## src/rtl/led_rotator_param.sv

```systemverilog
// Parametrised one-hot LED chaser: prescaled step tick, run-enable, direction.
// Optional ping-pong mode when LED_BOUNCE_EN is defined; default build is rotate only.
module led_rotator_param #(
    parameter  int N_LEDS = 4,
    parameter  int DIV    = 25000,
    localparam int POS_W  = (N_LEDS > 1) ? $clog2(N_LEDS) : 1,
    localparam int CNT_W  = (DIV > 1) ? $clog2(DIV) : 1
) (
    input  logic              clk,
    input  logic              reset,
    input  logic              en,
    input  logic              dir,
    input  logic              mode,
    output logic [N_LEDS-1:0] led,
    output logic [POS_W-1:0]  pos,
    output logic              step
);

    localparam logic [CNT_W-1:0] RELOAD = CNT_W'(DIV - 1);
    localparam logic [POS_W-1:0] LAST   = POS_W'(N_LEDS - 1);

    logic [CNT_W-1:0]  r_cnt;
    logic [POS_W-1:0]  r_pos;
    logic [N_LEDS-1:0] r_led;
    logic              r_step;

    logic              w_tick;
    logic [POS_W-1:0]  w_pos_up;
    logic [POS_W-1:0]  w_pos_dn;
    logic [POS_W-1:0]  w_pos_nxt;
    logic [N_LEDS-1:0] w_led_nxt;

    assign w_tick = en && (r_cnt == '0);

    // Wrapping neighbours; with N_LEDS=1 both collapse to position 0
    assign w_pos_up = (r_pos == LAST) ? '0 : r_pos + POS_W'(1);
    assign w_pos_dn = (r_pos == '0) ? LAST : r_pos - POS_W'(1);

`ifdef LED_BOUNCE_EN
    logic r_bdir;
    logic r_bmode;
    logic w_bdir_eff;
    logic w_bdir_nxt;
    logic [POS_W-1:0] w_pos_bnc;

    // First tick after entering ping-pong takes its direction from dir
    assign w_bdir_eff = r_bmode ? r_bdir : dir;

    always_comb begin
        w_pos_bnc  = r_pos;
        w_bdir_nxt = w_bdir_eff;
        if (N_LEDS == 1) begin
            w_pos_bnc  = '0;
        end else if (w_bdir_eff) begin
            if (r_pos == LAST) begin
                w_pos_bnc  = w_pos_dn;
                w_bdir_nxt = 1'b0;
            end else begin
                w_pos_bnc  = w_pos_up;
                w_bdir_nxt = 1'b1;
            end
        end else begin
            if (r_pos == '0) begin
                w_pos_bnc  = w_pos_up;
                w_bdir_nxt = 1'b1;
            end else begin
                w_pos_bnc  = w_pos_dn;
                w_bdir_nxt = 1'b0;
            end
        end
    end

    always_comb begin
        w_pos_nxt = dir ? w_pos_up : w_pos_dn;
        if (mode) begin
            w_pos_nxt = w_pos_bnc;
        end
    end

    always_ff @(negedge clk) begin
        if (reset) begin
            r_bdir  <= 1'b0;
            r_bmode <= 1'b0;
        end else if (w_tick) begin
            r_bmode <= mode;
            if (mode) begin
                r_bdir <= w_bdir_nxt;
            end
        end
    end
`else
    logic w_unused_mode;

    assign w_unused_mode = mode;

    always_comb begin
        w_pos_nxt = dir ? w_pos_up : w_pos_dn;
    end
`endif

    assign w_led_nxt = N_LEDS'(1) << w_pos_nxt;

    always_ff @(negedge clk) begin
        if (reset) begin
            r_cnt  <= RELOAD;
            r_pos  <= LAST;
            r_led  <= N_LEDS'(1) << LAST;
            r_step <= 1'b0;
        end else begin
            r_step <= w_tick;
            if (en) begin
                r_cnt <= (r_cnt == '0) ? RELOAD : r_cnt - CNT_W'(1);
            end
            if (w_tick) begin
                r_pos <= w_pos_nxt;
                r_led <= w_led_nxt;
            end
        end
    end

    assign led  = r_led;
    assign pos  = r_pos;
    assign step = r_step;

endmodule

```

## config.mk

```make
export PLATFORM = sky130hd
export DESIGN_NAME = led_rotator_param
export DESIGN_NICKNAME = d
export VERILOG_FILES = /design/src/rtl/led_rotator_param.sv
export SDC_FILE = /design/constraint.sdc
export NUM_CORES = 1
export LEC_CHECK = 0
export ABC_CLOCK_PERIOD_IN_PS = 2740
export BUFFER_PORTS_ARGS = -buffer_cell sky130_fd_sc_hd__buf_2
export CORE_UTILIZATION = 59
export DETAILED_ROUTE_END_ITERATION = 7
export GPL_TIMING_DRIVEN = 0
export PLACE_DENSITY = 0.76
export SYNTH_ARGS = -nofsm -noshare
export SYNTH_HDL_FRONTEND = slang
export SYNTH_SLANG_ARGS = --single-unit
```

## constraint.sdc

```tcl
create_clock -name clk -period 2.74 [get_ports clk]
set_input_delay 0.548 -clock clk [delete_from_list [all_inputs] [get_ports clk]]
set_output_delay 0.548 -clock clk [all_outputs]
set_load 0.01 [all_outputs]
```

==> key figures, run 1 <==
Outcome
  • Status: finished, violations left
  • Failing checks: negative setup slack

Synthesis
  • Number of synthesized flops with an enable pin: 0
  • Cell Area, Synth: 1040 um^2
  • Area contributors post-synth: dfxtp_1 43%, xor2_1 9.3%, nand2_1 5.4%
  • Async SR Flop Fraction: 0%
  • Synth warnings: 0
  • #FFs+latches synth: 22
  • Sequential-to-total area share from yosys stat: 42.5%
  • Post-synthesis cell type count: 29
  • Cells after Synth: 116
  • Mean Syn Cell Area: 8.93 um^2
  • Yosys top cell area share: 42.5%
  • Post-synth net total: 125
  • Main synth FF type: dfxtp_1
  • Cell accounting for the most synthesized area: dfxtp_1

Clocking
  • H-tree depth: 1
  • Worst-skew pair later-pin latency: 0.39 ns
  • Clk Tree Root Cell: clkbuf_4
  • CTS Hold Bufs: 0
  • TritonCTS clock tree: yes
  • Clk sinks: 22
  • Clock Path Buffers: 2
  • CTS Buf Count: 3
  • Clock transition at path regs: 0.04 ns

Setup path
  • Worst Path Buf+Inv: 1
  • CP delay by family, top: flip-flops
  • Cells along the critical path: buf_6
  • Kind of start point of the critical path: flop
  • Crit Path Category: flop to output port
  • Crit path required time: 2.19 ns
  • Critical-path top delay cell: dfxtp_4
  • Critical path arrival: 2.21 ns
  • CP max FO: 3
  • Worst path max stage delay: 0.35 ns
  • Nature of the critical path endpoint: output port

Finish
  • Filler cell count: 104
  • Sequential cell area: 452 um^2
  • Final instance area: 1290 um^2
  • Share of layout cells above drive strength 1: 19.1%
  • Area of the multi-input gates: 553 um^2
  • Layout area overhead: 25.0%
  • Ant diodes: 0
  • Utilization after layout: 82.1%
  • Nets: 162

STA
  • Fin. Hold Viols: 0
  • Final Skew: 0.0221 ns
  • Setup ws final: -0.0173 ns
  • Actual slew at the worst max-slew pin: 0.758 ns
  • Relative slew margins: 49.1%
  • WHS: 0.462 ns
  • # setup viols final: 1
  • Max-slew violations: 0
  • RSZ-0062 raised after global routing: true

Floorplan
  • # IOs: 12
  • Rows: 14
  • Core Area: 1580 um^2
  • Initial Utilization: 65.7%
  • Die Wd: 43.9 um
  • Die Ht: 43.9 um
  • Die ar.: 1930 um^2

Power
  • Power Density: 489 nW/um^2
  • Leak: 0.600 nW
  • Pwr Total: 0.000633 W
  • Worst IR Drop VDD: 0.000408 V

Place
  • Setup Slack @ Placement: -0.441 ns
  • Port Buffer Count: 8
  • HPWL Detailed: 1320 um
  • Placed Area: 1110 um^2
  • GPL Wtd Cong: 0.758

Global routing
  • First-pass GRT wire length: 3440 um
  • GRT Overall Usage: 23.5%
  • Congestion Overflow GR: 0
  • Vias in the first global route: 896
  • Antenna violations before repair: 0
  • Largest net degree at the start of global routing: 13

Hold path
  • Tightest Hold Check Type: flop to flop

Routing
  • DRC Markers: 0
  • DR vias: 906
  • Iter 0 DRT Violations: 31
  • Drt wl/cell: 12.1 um
  • Final wirelength: 2040 um
  • Drt pass-1 iters: 4
  • DR vias/cell: 5.39
  • Final antenna-violating net count: 0

Flow run
  • Max cap viols: 0
-- what timing repair did --
action | 4_1_cts | 5_1_grt
gates resized for setup | 13 | 2
endpoints found under the setup margin | 20 | 7
buffers inserted | 2 | 1
-- metal layers --
layer	global-route usage [%]	up-vias	wire (um)
li1	-	465	-
met1	28.0	422	998
met2	36.1	19	955
met3	10.8	0	87
met4	10.9	0	0
met5	0	-	0
-- sequential cells by signal, indices dropped and copies added (netlist names) --
signal,flops
led,4
pos,2
r_cnt,15
step,1
-- placed cells by master (no fill, tap or decap), types with 2 or more instances in the layout --
master     n
clkbuf_4   3
dfxtp_1   15
buf_6      8
nand3b_1   3
xor2_1    11
ha_1       4
xnor2_1    3
nand2b_1   2
a21oi_1    5
nand4_1    3
nor2_1    14
buf_4      3
nor3_1     3
nand2_1   15
nand3_1    6
a211o_1    3
inv_1     27
dfxtp_2    6
-- area by class of cell --
cell class                 instances  share of cell area [%]
multi-input combinational         84                    42.7
sequential                        22                    34.9
timing repair buffer              11                    8.21
clock inverter                    23                    6.76
buffer                             4                    2.71
clock buffer                       3                    1.74
tap                               16                    1.55
inverter                           5                    1.45
-- final timing paths --
kind,startpoint,to,slack (ns),depth (start not counted)
worst max-delay path,pos[0],pos[0],-0.02,1
worst min-delay path,led[2],led[2],0.46,2
worst max register to register,r_cnt[0],led[2],1.06,7
worst min register to register,led[2],led[2],0.46,2
-- stage by stage --
stage,std cells,setup TNS [ns]
detailed placement,140,-8.58
floorplan,116,-4.30
global route,168,-0.176
CTS,167,-0.0334
finish,168,-0.0173
global placement,140,-7.97
-- synthesized netlist by cell type (2+ instances only) --
master	n
xor2_1	11
xnor2_1	3
dfxtp_1	22
clkbuf_1	2
nand2_1	15
a211o_1	3
nand3_1	6
nand4_1	3
inv_1	6
nor2_1	14
nand3b_1	3
nand2b_1	2
nor3_1	3
ha_1	4
a21oi_1	5
-- kinds of logic (layout without fill, tap and decap cells) --
group / count (synthesis) / after routing / share of synthesized area [%]
buffers and inverters: 10 / 46 / 4.11
and+or+nand+nor: 56 / 56 / 30.6
xor gates and xnor gates: 14 / 14 / 11.8
DFF: 22 / 22 / 42.5
AOI/OAI and AO/OA: 10 / 10 / 6.16
adders and majority gates: 4 / 4 / 4.83
-- where the power goes --
| part | switching (W) | internal, W | total (W) |
|---|---|---|---|
| Sequential | 0.00000249 | 0.000323 | 0.000326 |
| Combinational | 0.0000141 | 0.00000997 | 0.0000241 |
| Clock | 0.000188 | 0.0000952 | 0.000283 |
| Total | 0.000205 | 0.000428 | 0.000633 |
No activity file was read; power rests on OpenSTA's default activity.
==> run 2: changes to the inputs <==
--- a/config.mk
+++ b/config.mk
@@ -11,6 +11,7 @@
 export DETAILED_ROUTE_END_ITERATION = 7
 export GPL_TIMING_DRIVEN = 0
 export PLACE_DENSITY = 0.76
+export SKIP_CTS_REPAIR_TIMING = 1
 export SYNTH_ARGS = -nofsm -noshare
 export SYNTH_HDL_FRONTEND = slang
 export SYNTH_SLANG_ARGS = --single-unit
==> run 2 against run 1 <==
Against the previous run: the run still ends with negative setup slack left; sequential share of layout area down 0.75 points; flip-flop and latch count did not move; cell area increased by 1.6%; sequential power hardly changed; global-route usage is 1.3 points lower; critical path depth stayed put; clock power hardly changed; critical path type unchanged; largest cell class unchanged.
==> key figures, run 2 (synthesis results as in run 1) <==
Routing
  • Drt wl/cell: 13.1 um
  • Final wirelength: 2230 um
  • Final antenna-violating net count: 0
  • DR vias: 935
  • Drt pass-1 iters: 5
  • Iter 0 DRT Violations: 37
  • DRC Markers: 0
  • DR vias/cell: 5.50

STA
  • Final Skew: 0.0282 ns
  • # setup viols final: 2
  • WHS: 0.462 ns
  • Max-slew violations: 0
  • Actual slew at the worst max-slew pin: 0.728 ns
  • Setup ws final: -0.00721 ns
  • Relative slew margins: 51.1%
  • RSZ-0062 raised after global routing: true
  • Setup TNS: -0.0117 ns
  • Fin. Hold Viols: 0

Finish
  • Number of flip-flops in the largest register: 15
  • Most frequent cells in the layout: 27 x inv_1, 15 x nand2_1, 15 x dfxtp_1, 14 x nor2_1, 11 x xor2_1
  • Layout area overhead: 27.1%
  • Share of layout cells above drive strength 1: 20.1%
  • Nets: 164
  • Commonest non-fill, non-tap cell in the layout: inv_1
  • Ant diodes: 0
  • Reg with most FFs: r_cnt

Setup path
  • Crit path required time: 2.19 ns
  • Flop-to-flop setup slack: 0.98 ns
  • CP delay by family, top: flip-flops
  • Worst Reg-to-Reg Cells: 6
  • Worst Path Buf+Inv: 1
  • Worst path max stage delay: 0.33 ns
  • Nature of the critical path endpoint: output port
  • Critical-path top delay cell: dfxtp_2
  • Cells along the critical path: buf_6
  • R2R Path End: pos[1]
  • Kind of start point of the critical path: flop
  • FF-to-FF Start: r_cnt[0]
  • Critical path arrival: 2.20 ns
  • CP max FO: 2
  • Crit Path Category: flop to output port

Clocking
  • H-tree depth: 1
  • Worst-skew pair later-pin latency: 0.39 ns
  • Clk sinks: 22
  • TritonCTS clock tree: yes
  • Clock Path Buffers: 2
  • CTS Buf Count: 3
  • Clock transition at path regs: 0.06 ns
  • Clk Tree Root Cell: clkbuf_4

Power
  • Power Density: 481 nW/um^2
  • Leak: 0.608 nW
  • Worst IR Drop VDD: 0.000429 V

Floorplan
  • Die ar.: 1930 um^2
  • Initial Utilization: 65.7%
  • Rows: 14
  • Core Area: 1580 um^2
  • Die Ht: 43.9 um
  • Die Wd: 43.9 um
  • # IOs: 12

Outcome
  • Status: finished, violations left
  • Failing checks: negative setup slack

Global routing
  • Largest net degree at the start of global routing: 13
  • Congestion Overflow GR: 0
  • First-pass GRT wire length: 3240 um
  • Vias in the first global route: 846
  • GRT Overall Usage: 22.2%
  • Antenna violations before repair: 0

Hold path
  • Hold_sp: led[2]
  • Hold EP: led[2]
  • Worst hold stages: 2
  • Tightest Hold Check Type: flop to flop

Place
  • Port Buffer Count: 8
  • HPWL Detailed: 1320 um
  • GPL Wtd Cong: 0.758

Flow run
  • Max cap viols: 0
run 2: stage by stage:
step                setup WS (ns)  total power (W)  instances  instance area, um^2  utilization (%)
finish                   -0.00721         0.000633        170                 1320             83.5
global route              -0.0460         0.000678        170                 1320             83.5
CTS                       -0.0989         0.000640        165                 1220             77.2
detailed placement         -0.441         0.000408        140                 1110             70.5
global placement           -0.421         0.000406        140                 1110             70.5
floorplan                  -0.287         0.000402        116                 1050                -
run 2: where the power goes:
group | internal [W] | switching (W) | total (W)
clock network | 0.0000951 | 0.000186 | 0.000281
logic | 0.0000100 | 0.0000150 | 0.0000250
registers | 0.000324 | 0.00000254 | 0.000327
run 2: worst register-to-register path, delay by kind of cell, from the launching register on:
kind | cells | cell delay, ns
flip-flops | 1 | 0.32
AND/OR/NAND/NOR | 2 | 0.65
adder cells (fa/ha/maj) | 1 | 0.14
buffers and inverters | 2 | 0.28
AO/OA/AOI/OAI | 1 | 0.25
run 2: worst max path at each step:
stage                     endpoint  cells past startpoint  slack, ns    from
after floorplan             pos[0]                      5      -0.29      en
after global placement      led[3]                      5      -0.42      en
after detailed placement    led[3]                      5      -0.44      en
after CTS                   pos[0]                      1       -0.1  pos[0]
after global routing          step                      1      -0.05    step
final                       led[3]                      1     -0.007  led[3]
run 2: final cells by class:
cell class | count | area, um^2
Clock inverter | 23 | 87.6
Inverter | 5 | 18.8
Timing Repair Buffer | 13 | 121
Tap cell | 16 | 20.0
Multi-Input combinational cell | 84 | 562
Sequential cell | 22 | 449
Fill cell | 93 | 260
Buffer | 4 | 35.0
Clock buffer | 3 | 22.5
run 2: per-layer routing:
| layer | GRT usage (%) | share of wire [%] | up-vias |
|---|---|---|---|
| met5 | 0 | 0 | - |
| met4 | 12.1 | 0.99 | 0 |
| met3 | 10.0 | 5.8 | 2 |
| met2 | 32.5 | 48 | 32 |
| met1 | 27.2 | 45 | 436 |
| li1 | - | - | 465 |
==> run 3: changes to the inputs <==
--- a/config.mk
+++ b/config.mk
@@ -7,10 +7,13 @@
 export LEC_CHECK = 0
 export ABC_CLOCK_PERIOD_IN_PS = 2740
 export BUFFER_PORTS_ARGS = -buffer_cell sky130_fd_sc_hd__buf_2
+export CORE_MARGIN = 2
 export CORE_UTILIZATION = 59
 export DETAILED_ROUTE_END_ITERATION = 7
 export GPL_TIMING_DRIVEN = 0
+export HOLD_SLACK_MARGIN = 0.12
 export PLACE_DENSITY = 0.76
+export SETUP_SLACK_MARGIN = 0.1
 export SKIP_CTS_REPAIR_TIMING = 1
 export SYNTH_ARGS = -nofsm -noshare
 export SYNTH_HDL_FRONTEND = slang
==> run 3 against run 2 <==
Against the previous run: the flow still finishes with violations (negative setup slack); clock skew is 0.0017 ns lower; non-clock buffer count unchanged; setup slack got worse by 0.023 ns; sequential power about the same; power shrank 0.16%; register-to-register slack got worse by 0.03 ns; count of clock-buffer cells in the layout stayed put; critical path type unchanged; critical endpoint is now pos[0]; largest power group unchanged.
==> key figures, run 3 (synthesis results as in run 1) <==
Outcome
  • Status: finished, violations left
  • Failing checks: negative setup slack

STA
  • Setup ws final: -0.0302 ns
  • Fin. Hold Viols: 0
  • Actual slew at the worst max-slew pin: 0.841 ns
  • WHS: 0.451 ns
  • Relative slew margins: 43.5%
  • # setup viols final: 2
  • Final Skew: 0.0264 ns
  • RSZ-0062 raised after global routing: true
  • Max-slew violations: 0
  • Setup TNS: -0.0380 ns

Floorplan
  • Die ar.: 2110 um^2
  • Core Area: 1690 um^2
  • Die Wd: 45.9 um
  • Die Ht: 45.9 um
  • Initial Utilization: 61.3%
  • Rows: 15
  • # IOs: 12

Clocking
  • Worst-skew pair later-pin latency: 0.39 ns
  • CTS Buf Count: 3
  • TritonCTS clock tree: yes
  • Clk sinks: 22
  • Clk Tree Root Cell: clkbuf_4
  • H-tree depth: 1
  • Clock Path Buffers: 2
  • Clock transition at path regs: 0.04 ns

Finish
  • Area of the multi-input gates: 568 um^2
  • Number of flip-flops in the largest register: 15
  • Utilization after layout: 79.8%
  • Filler cell count: 120
  • Share of layout cells above drive strength 1: 21.4%
  • Ant diodes: 0
  • Layout area overhead: 30.1%
  • Reg with most FFs: r_cnt
  • Commonest non-fill, non-tap cell in the layout: inv_1
  • Most frequent cells in the layout: 27 x inv_1, 15 x nand2_1, 15 x dfxtp_1, 14 x nor2_1, 11 x xor2_1
  • Sequential cell area: 454 um^2
  • Nets: 164
  • Final instance area: 1350 um^2

Setup path
  • Critical path arrival: 2.22 ns
  • FF-to-FF Start: r_cnt[0]
  • Kind of start point of the critical path: flop
  • Worst Path Buf+Inv: 1
  • Critical-path top delay cell: dfxtp_4
  • Cells along the critical path: buf_6
  • Crit Path Category: flop to output port
  • CP max FO: 5
  • Worst path max stage delay: 0.35 ns
  • Worst Setup SP: pos[0]
  • Nature of the critical path endpoint: output port
  • Crit path required time: 2.19 ns
  • CP delay by family, top: flip-flops

Global routing
  • Congestion Overflow GR: 0
  • Vias in the first global route: 801
  • Antenna violations before repair: 0
  • GRT Overall Usage: 19.5%
  • Largest net degree at the start of global routing: 14
  • First-pass GRT wire length: 2970 um

Routing
  • DR vias/cell: 5.35
  • Drt pass-1 iters: 4
  • Iter 0 DRT Violations: 14
  • Drt wl/cell: 11.5 um
  • DR vias: 915
  • DRC Markers: 0
  • Final wirelength: 1960 um
  • Final antenna-violating net count: 0

Power
  • Worst IR Drop VDD: 0.000470 V
  • Power Density: 469 nW/um^2
  • Leak: 0.622 nW

Place
  • HPWL Detailed: 1240 um
  • Placed Area: 1110 um^2
  • Port Buffer Count: 8
  • Setup Slack @ Placement: -0.455 ns
  • GPL Wtd Cong: 0.737

Hold path
  • Hold_sp: led[2]
  • Tightest Hold Check Type: flop to flop

Flow run
  • Max cap viols: 0
==> run 3: worst register-to-register path: stages (launching register included) <==
cell	delay [ns]
dfxtp_1	0.32
inv_1	0.09
ha_1	0.15
nor4b_1	0.45
nand4_4	0.20
buf_6	0.19
nand3b_1	0.17
a21oi_2	0.14
==> run 3: where the power goes <==
group / internal (W) / leakage [nW] / switching (W)
sequential: 0.000322 / 0.179 / 0.00000256
clock: 0.0000981 / 0.135 / 0.000181
combinational: 0.0000137 / 0.307 / 0.0000148
==> run 3: metrics by stage <==
stage                     instances  power, W
after floorplan                 116  0.000402
after global placement          141  0.000407
after detailed placement        141  0.000408
after CTS                       166  0.000648
after global routing            171  0.000688
final                           171  0.000632
==> run 3: area by class of cell <==
type / count / area share, %
clock buffers: 3 / 1.67
clock inverters: 23 / 6.59
plain buffers: 4 / 2.97
flip-flops and latches: 22 / 33.7
multi-input cells: 84 / 42.2
well taps: 17 / 1.58
inverters: 5 / 1.39
repair buffers: 13 / 9.93
==> run 3: final timing paths <==
kind	cells past startpoint	endpoint	slack (ns)
worst max-delay path	1	pos[0]	-0.03
worst min-delay path	2	led[2]	0.45
worst max register to register	7	led[0]	0.95
worst min register to register	2	led[2]	0.45
==> run 3: per-layer routing <==
layer	GRT usage (%)	part of all wire (%)	vias up
met2	27.2	46	21
met3	9.92	5.5	3
met4	13.1	0.71	0
met5	0	0	-
met1	23.1	48	421
li1	-	-	470
